[src/rtl/split_channels_if.sv]
// split_channels_if -- stream bus of the split_channels block.
//   Input side : data_valid_i, data_i (signed sample), sop_i/eop_i (pixel
//                markers), sof_i/eof_i (frame markers).
//   Output side: data_valid_o, data_o[NUMBER_SPLIT_CHANNELS] (one sample per
//                lane), sop_o/eop_o/sof_o/eof_o, err_o (framing-error pulse).
//   slave  : seen by split_channels (consumes *_i, drives *_o).
//   master : seen by the upstream/downstream environment.
interface split_channels_if #(
  parameter int DATA_WIDTH            = 8,
  parameter int NUMBER_SPLIT_CHANNELS = 2
);
  logic                                               data_valid_i;
  logic signed [DATA_WIDTH-1:0]                       data_i;
  logic                                               sop_i, eop_i, sof_i, eof_i;
  logic [NUMBER_SPLIT_CHANNELS-1:0][DATA_WIDTH-1:0]   data_o;
  logic                                               data_valid_o;
  logic                                               sop_o, eop_o, sof_o, eof_o;
  logic                                               err_o;

  modport slave (
    input  data_valid_i, data_i, sop_i, eop_i, sof_i, eof_i,
    output data_o, data_valid_o, sop_o, eop_o, sof_o, eof_o, err_o
  );

  modport master (
    output data_valid_i, data_i, sop_i, eop_i, sof_i, eof_i,
    input  data_o, data_valid_o, sop_o, eop_o, sof_o, eof_o, err_o
  );
endinterface

[src/rtl/split_channels.sv]
// split_channels -- serial-to-parallel lane splitter.
//   A pixel arrives as N groups of C valid beats. Groups 0..N-2 are parked in
//   per-lane buffers (FILL); each beat of group N-1 (DRAIN) emits, one clk
//   later, a parallel beat carrying buffer[g][k] on lanes 0..N-2 and the live
//   sample on lane N-1. No backpressure; output gaps follow input gaps.
// Ports:
//   clk   : rising-edge clock
//   reset : synchronous active-high reset
//   bus   : split_channels_if.slave (input stream, parallel output, err_o)

// One output lane: optional C-deep sample buffer plus the output register.
module split_channels_lane #(
  parameter int DW       = 8,
  parameter int C        = 8,
  parameter bit BUFFERED = 1'b1,
  parameter int BW       = $clog2(C)
) (
  input  logic                 clk,
  input  logic                 wr_en_i,
  input  logic                 ld_en_i,
  input  logic [BW-1:0]        idx_i,
  input  logic signed [DW-1:0] din_i,
  output logic [DW-1:0]        dout_o
);
  generate
    if (BUFFERED) begin : g_buf
      logic [DW-1:0] mem_q [C];
      always_ff @(posedge clk) begin
        if (wr_en_i) mem_q[idx_i] <= din_i;
      end
      // Read and write use the same index but never the same cycle for one
      // lane, so the next pixel may refill right after the last drain beat.
      always_ff @(posedge clk) begin
        if (ld_en_i) dout_o <= mem_q[idx_i];
      end
    end else begin : g_pass
      logic unused_in;
      assign unused_in = ^{wr_en_i, idx_i};
      always_ff @(posedge clk) begin
        if (ld_en_i) dout_o <= din_i;
      end
    end
  endgenerate
endmodule

module split_channels #(
  parameter int DATA_WIDTH            = 8,
  parameter int NUMBER_SPLIT_CHANNELS = 2,
  parameter int CHANNEL_NUM           = 8
) (
  input  logic             clk,
  input  logic             reset,
  split_channels_if.slave  bus
);
  localparam int N  = NUMBER_SPLIT_CHANNELS;
  localparam int C  = CHANNEL_NUM;
  localparam int BW = $clog2(C);
  localparam int GW = $clog2(N);
  localparam logic [BW-1:0] LAST_BEAT = BW'(C-1);
  localparam logic [GW-1:0] LAST_GRP  = GW'(N-1);

  typedef enum logic {FILL, DRAIN} state_e;

  logic [BW-1:0] beat_cnt_q, beat_cnt_d, pos_beat;
  logic [GW-1:0] grp_cnt_q,  grp_cnt_d,  pos_grp;
  logic          sof_pend_q, sof_pend_d;
  state_e        state;
  logic          vld, sop_err, eop_err, beat_ok, fill_wr, drain;
  logic          sop_d, eop_d, sof_d, eof_d, err_d;

  logic          data_valid_q, sop_q, eop_q, sof_q, eof_q, err_q;
  logic [N-1:0][DATA_WIDTH-1:0] lane_q;

  always_comb begin
    vld      = bus.data_valid_i;
    // A valid sop_i always re-anchors the pixel at group 0, beat 0; the eop
    // check below is then made against this restarted position.
    pos_beat = (vld && bus.sop_i) ? '0 : beat_cnt_q;
    pos_grp  = (vld && bus.sop_i) ? '0 : grp_cnt_q;
    sop_err  = vld && bus.sop_i && ((grp_cnt_q != '0) || (beat_cnt_q != '0));
    eop_err  = vld && bus.eop_i && !((pos_grp == LAST_GRP) && (pos_beat == LAST_BEAT));
    state    = (pos_grp == LAST_GRP) ? DRAIN : FILL;

    beat_ok  = vld && !eop_err;
    fill_wr  = beat_ok && (state == FILL);
    drain    = beat_ok && (state == DRAIN);

    beat_cnt_d = beat_cnt_q;
    grp_cnt_d  = grp_cnt_q;
    if (vld) begin
      if (eop_err) begin
        beat_cnt_d = '0;
        grp_cnt_d  = '0;
      end else if (pos_beat == LAST_BEAT) begin
        beat_cnt_d = '0;
        grp_cnt_d  = (pos_grp == LAST_GRP) ? '0 : pos_grp + GW'(1);
      end else begin
        beat_cnt_d = pos_beat + BW'(1);
        grp_cnt_d  = pos_grp;
      end
    end

    sop_d = drain && (pos_beat == '0);
    eop_d = drain && (pos_beat == LAST_BEAT);
    // sof_i may ride on the very beat that produces sop_o; honour it directly.
    sof_d = sop_d && (sof_pend_q || (vld && bus.sof_i));
    eof_d = eop_d && bus.eof_i;
    err_d = sop_err || eop_err;

    sof_pend_d = sof_d ? 1'b0 : (sof_pend_q || (vld && bus.sof_i));
  end

  always_ff @(posedge clk) begin
    if (reset) begin
      beat_cnt_q   <= '0;
      grp_cnt_q    <= '0;
      sof_pend_q   <= 1'b0;
      data_valid_q <= 1'b0;
      sop_q        <= 1'b0;
      eop_q        <= 1'b0;
      sof_q        <= 1'b0;
      eof_q        <= 1'b0;
      err_q        <= 1'b0;
    end else begin
      beat_cnt_q   <= beat_cnt_d;
      grp_cnt_q    <= grp_cnt_d;
      sof_pend_q   <= sof_pend_d;
      data_valid_q <= drain;
      sop_q        <= sop_d;
      eop_q        <= eop_d;
      sof_q        <= sof_d;
      eof_q        <= eof_d;
      err_q        <= err_d;
    end
  end

  // Lane buffers are not reset: after reset the counters restart at group 0,
  // so every entry is rewritten before any drain beat can read it.
  generate
    for (genvar g = 0; g < N; g++) begin : g_lane
      split_channels_lane #(
        .DW       (DATA_WIDTH),
        .C        (C),
        .BUFFERED (g < N-1)
      ) u_lane (
        .clk     (clk),
        .wr_en_i (fill_wr && !reset && (pos_grp == GW'(g))),
        .ld_en_i (drain),
        .idx_i   (pos_beat),
        .din_i   (bus.data_i),
        .dout_o  (lane_q[g])
      );
    end
  endgenerate

  assign bus.data_o       = lane_q;
  assign bus.data_valid_o = data_valid_q;
  assign bus.sop_o        = sop_q;
  assign bus.eop_o        = eop_q;
  assign bus.sof_o        = sof_q;
  assign bus.eof_o        = eof_q;
  assign bus.err_o        = err_q;
endmodule

[src/flat_wrapper.sv]
// flat-port wrapper written by rule: the top's interface ports become plain ports
module split_channels_flat 
#(
  parameter int DATA_WIDTH            = 8,
  parameter int NUMBER_SPLIT_CHANNELS = 2,
  parameter int CHANNEL_NUM           = 8
)
  (clk, reset, bus_data_valid_i, bus_data_i, bus_sop_i, bus_eop_i, bus_sof_i, bus_eof_i, bus_data_o, bus_data_valid_o, bus_sop_o, bus_eop_o, bus_sof_o, bus_eof_o, bus_err_o);
  split_channels_if #(.DATA_WIDTH(DATA_WIDTH), .NUMBER_SPLIT_CHANNELS(NUMBER_SPLIT_CHANNELS)) bus_i ();
  input  logic clk;
  input  logic reset;
  input wire logic [$bits(bus_i.data_valid_i)-1:0] bus_data_valid_i;
  input wire logic [$bits(bus_i.data_i)-1:0] bus_data_i;
  input wire logic [$bits(bus_i.sop_i)-1:0] bus_sop_i;
  input wire logic [$bits(bus_i.eop_i)-1:0] bus_eop_i;
  input wire logic [$bits(bus_i.sof_i)-1:0] bus_sof_i;
  input wire logic [$bits(bus_i.eof_i)-1:0] bus_eof_i;
  output wire logic [$bits(bus_i.data_o)-1:0] bus_data_o;
  output wire logic [$bits(bus_i.data_valid_o)-1:0] bus_data_valid_o;
  output wire logic [$bits(bus_i.sop_o)-1:0] bus_sop_o;
  output wire logic [$bits(bus_i.eop_o)-1:0] bus_eop_o;
  output wire logic [$bits(bus_i.sof_o)-1:0] bus_sof_o;
  output wire logic [$bits(bus_i.eof_o)-1:0] bus_eof_o;
  output wire logic [$bits(bus_i.err_o)-1:0] bus_err_o;
  assign bus_i.data_valid_i = bus_data_valid_i;
  assign bus_i.data_i = bus_data_i;
  assign bus_i.sop_i = bus_sop_i;
  assign bus_i.eop_i = bus_eop_i;
  assign bus_i.sof_i = bus_sof_i;
  assign bus_i.eof_i = bus_eof_i;
  assign bus_data_o = bus_i.data_o;
  assign bus_data_valid_o = bus_i.data_valid_o;
  assign bus_sop_o = bus_i.sop_o;
  assign bus_eop_o = bus_i.eop_o;
  assign bus_sof_o = bus_i.sof_o;
  assign bus_eof_o = bus_i.eof_o;
  assign bus_err_o = bus_i.err_o;
  split_channels #(.DATA_WIDTH(DATA_WIDTH), .NUMBER_SPLIT_CHANNELS(NUMBER_SPLIT_CHANNELS), .CHANNEL_NUM(CHANNEL_NUM)) u_core (.clk(clk), .reset(reset), .bus(bus_i));
endmodule
[config.mk]
export PLATFORM = sky130hd
export DESIGN_NAME = split_channels_flat
export DESIGN_NICKNAME = d
export VERILOG_FILES = /design/src/rtl/split_channels_if.sv /design/src/rtl/split_channels.sv /design/src/flat_wrapper.sv
export SDC_FILE = /design/constraint.sdc
export NUM_CORES = 1
export LEC_CHECK = 0
export ABC_AREA = 1
export BUFFER_PORTS_ARGS = -buffer_cell sky130_fd_sc_hd__buf_2
export CAP_MARGIN = 20
export CORE_UTILIZATION = 50
export CTS_CLUSTER_DIAMETER = 30
export DETAILED_ROUTE_END_ITERATION = 12
export PLACE_DENSITY = 0.72
export RECOVER_POWER = 25
export REMOVE_ABC_BUFFERS = 1
export SKIP_CTS_REPAIR_TIMING = 1
export SYNTH_ARGS = -nofsm -noshare
export SYNTH_HDL_FRONTEND = slang
export SYNTH_HIERARCHICAL = 1
export SYNTH_SLANG_ARGS = --single-unit
[constraint.sdc]
create_clock -name clk -period 2.9 [get_ports clk]
set_clock_uncertainty 0.15 [all_clocks]
set_input_delay 0.435 -clock clk [delete_from_list [all_inputs] [get_ports clk]]
set_output_delay 0.435 -clock clk [all_outputs]
set_load 0.01 [all_outputs]
==> impl_metrics.json <==
{
  "path_cells": "nand2_1, inv_1, ha_1, ha_1, ha_1, inv_1, nand3_1, nand2_1, nor3_1, nand2_1, nor3_1, buf_4",
  "route.detailed.drc": 0,
  "cts-root-buf": "clkbuf_8",
  "relSlewSlack_pct": 69.3,
  "dieWidth_um": 88.4,
  "slowest_stage": "dfxtp_1",
  "power_density_mw_per_mm2": 566,
  "layoutNonFillerInstCount": 510,
  "hold_viol": 0,
  "final_nets": 425,
  "path_class": "register to register",
  "gp_congestion": 0.846,
  "hold_path_depth": 3,
  "drive_gt1_share_pct": 15.8,
  "hp-class": "primary input to register",
  "place_hpwl_um": 4560,
  "fin_hold_ws_ps": 146,
  "hp-start": "bus_eof_i",
  "tightestPinTransition_ps": 461,
  "die_y_um": 88.4,
  "drt_iter0_drc": 140,
  "syn-cell-area_mm2": 0.00373,
  "grt_max_degree": 35,
  "cts.sink_count": 91,
  "grt_pass1_vias": 2178,
  "crit_arrival_ps": 2490,
  "setup-tns-final_ps": 0,
  "period_share_pct": 89.3,
  "start_util_pct": 51.5,
  "grt_setup_unrepaired": "no",
  "status": "finished, final reports clean",
  "die_area_mm2": 0.00782,
  "utilization_pct": 59.1,
  "hold_path_end": "u_core/bus.eof_o$_SDFF_PP0_",
  "grt-ovfl-total": 0,
  "setup_viol": 0,
  "cp.depth": 12,
  "ff2ff_setup_slack_ps": 310,
  "grt_usage_pct": 19.7,
  "detail-route-antenna-nets": 0,
  "tritoncts": "yes",
  "antenna_found_initial": 0,
  "coreArea_mm2": 0.00725,
  "synthCells": 353,
  "critPathMaxFanout": 8,
  "cts-buffers-inserted": 9,
  "crit_family": "simple AND/OR/NAND/NOR gates",
  "io_buffers": 36,
  "wire_per_inst_um": 13.9,
  "avgSynthCellArea_um2": 10.6,
  "max_stage_delay_ps": 360,
  "cp-start-kind": "register",
  "rr_worst_depth": 12,
  "antenna_cells": 0,
  "yosysWarnings": 6,
  "worst_skew_pair.late_latency_ps": 340,
  "cts.path.max_buffers": 2,
  "max_freq_mhz": 386,
  "vdd_ir_drop_max_mv": 0.358,
  "cp_num_buf_inv": 3,
  "r2r_start": "u_core/beat_cnt_q[0]$_SDFFE_PP0P_",
  "maxSlewViolCount": 0,
  "cts.clk_slew.worst_paths_ps": 80,
  "std_cell_rows": 31,
  "dp_cells": 494,
  "r2r_end": "u_core/g_lane[0].u_lane/g_buf.mem_q[1][3]$_DFFE_PP_",
  "io_pins": 37,
  "leakagePower_nw": 1.88,
  "routed_wl_um": 7070,
  "avgViaCountPerCell": 4.83,
  "required_ps": 2800,
  "dr.pass1.iters": 4,
  "grt_pass1_wl_um": 10900,
  "worstSetupEndpointType": "register",
  "areaGrowthSynthToFinish_pct": 14.7,
  "vias": 2464,
  "period_minus_slack_ps": 2590,
  "htree_levels": 3,
  "drv_cap": 0
}
[flip-flops by register name (all words and copies together) (netlist names)]
register and count:
u_core/bus.sof_o 1, u_core/bus.err_o 1, u_core/beat_cnt_q 3, u_core/bus.data_valid_o 1, u_core/bus.eop_o 1, u_core/g_lane.u_lane/dout_o 16, u_core/g_lane.u_lane/g_buf.mem_q 64, u_core/grp_cnt_q 1
u_core/sof_pend_q 1, u_core/bus.sop_o 1, u_core/bus.eof_o 1
[how the worst max path moves through the flow]
stage,from,end,slack (ps)
final,u_core/beat_cnt_q[0]$_SDFFE_PP0P_,u_core/g_lane[0].u_lane/g_buf.mem_q[1][3]$_DFFE_PP_,310
after floorplan,bus_sop_i,u_core/g_lane[0].u_lane/g_buf.mem_q[1][0]$_DFFE_PP_,-510
after global placement,bus_sop_i,u_core/g_lane[0].u_lane/g_buf.mem_q[0][5]$_DFFE_PP_,120
after detailed placement,bus_sop_i,u_core/g_lane[0].u_lane/g_buf.mem_q[1][3]$_DFFE_PP_,30
after global routing,u_core/beat_cnt_q[0]$_SDFFE_PP0P_,u_core/g_lane[0].u_lane/g_buf.mem_q[0][2]$_DFFE_PP_,130
after CTS,u_core/beat_cnt_q[0]$_SDFFE_PP0P_,u_core/g_lane[0].u_lane/g_buf.mem_q[1][3]$_DFFE_PP_,340
[final cells by class]
type / count / area, µm²
fillers: 605 / 2970
well taps: 99 / 124
repair buffers: 50 / 275
inverters: 50 / 190
clock inverters: 6 / 80.1
multi-input cells: 204 / 866
flip-flops and latches: 91 / 2620
clock buffers: 10 / 128
[metrics by stage]
stage               instance area, µm²  worst slack [ps]  power, mW
finish                            4290               309       2.43
global route                      4290               127       2.51
CTS                               4300               344       2.45
detailed placement                4090              25.5       1.57
global placement                  4090               123       1.56
floorplan                         3680              -509       1.52
[worst reg2reg max path: cells and delay by family, from the launching register on]
kind | cells | cell delay (ps)
buffers and inverters | 3 | 380
adders and majority gates | 3 | 480
DFF | 1 | 360
and+or+nand+nor | 6 | 940
[where the power goes]
part / internal, mW / total (mW) / leakage, nW / switching [mW]
clock: 0.479 / 0.890 / 0.103 / 0.411
sequential: 1.43 / 1.43 / 0.810 / 0.00293
combinational: 0.0296 / 0.103 / 0.970 / 0.0734
[placed cells by master, fill, tap and decap left out]
cell type / n
edfxtp_1: 80
nand4_1: 1
nor2_2: 1
nand2_1: 155
bufinv_16: 2
buf_4: 14
inv_2: 5
nor2_4: 1
clkinv_1: 3
nand3_1: 17
clkbuf_8: 9
dfxtp_1: 11
a21oi_1: 6
a21oi_4: 1
buf_2: 28
nand2_2: 1
inv_1: 44
a21o_2: 1
inv_4: 1
nor2_1: 13
clkinv_4: 1
ha_1: 4
clkbuf_1: 9
nor3_1: 3
[per-layer routing]
metal / track usage [%] / routed length [µm]
met4: 9.68 / 149
met5: 0 / 0
met2: 31.0 / 3450
met3: 3.17 / 245
met1: 26.8 / 3220
No activity file was read; power rests on OpenSTA's default activity.
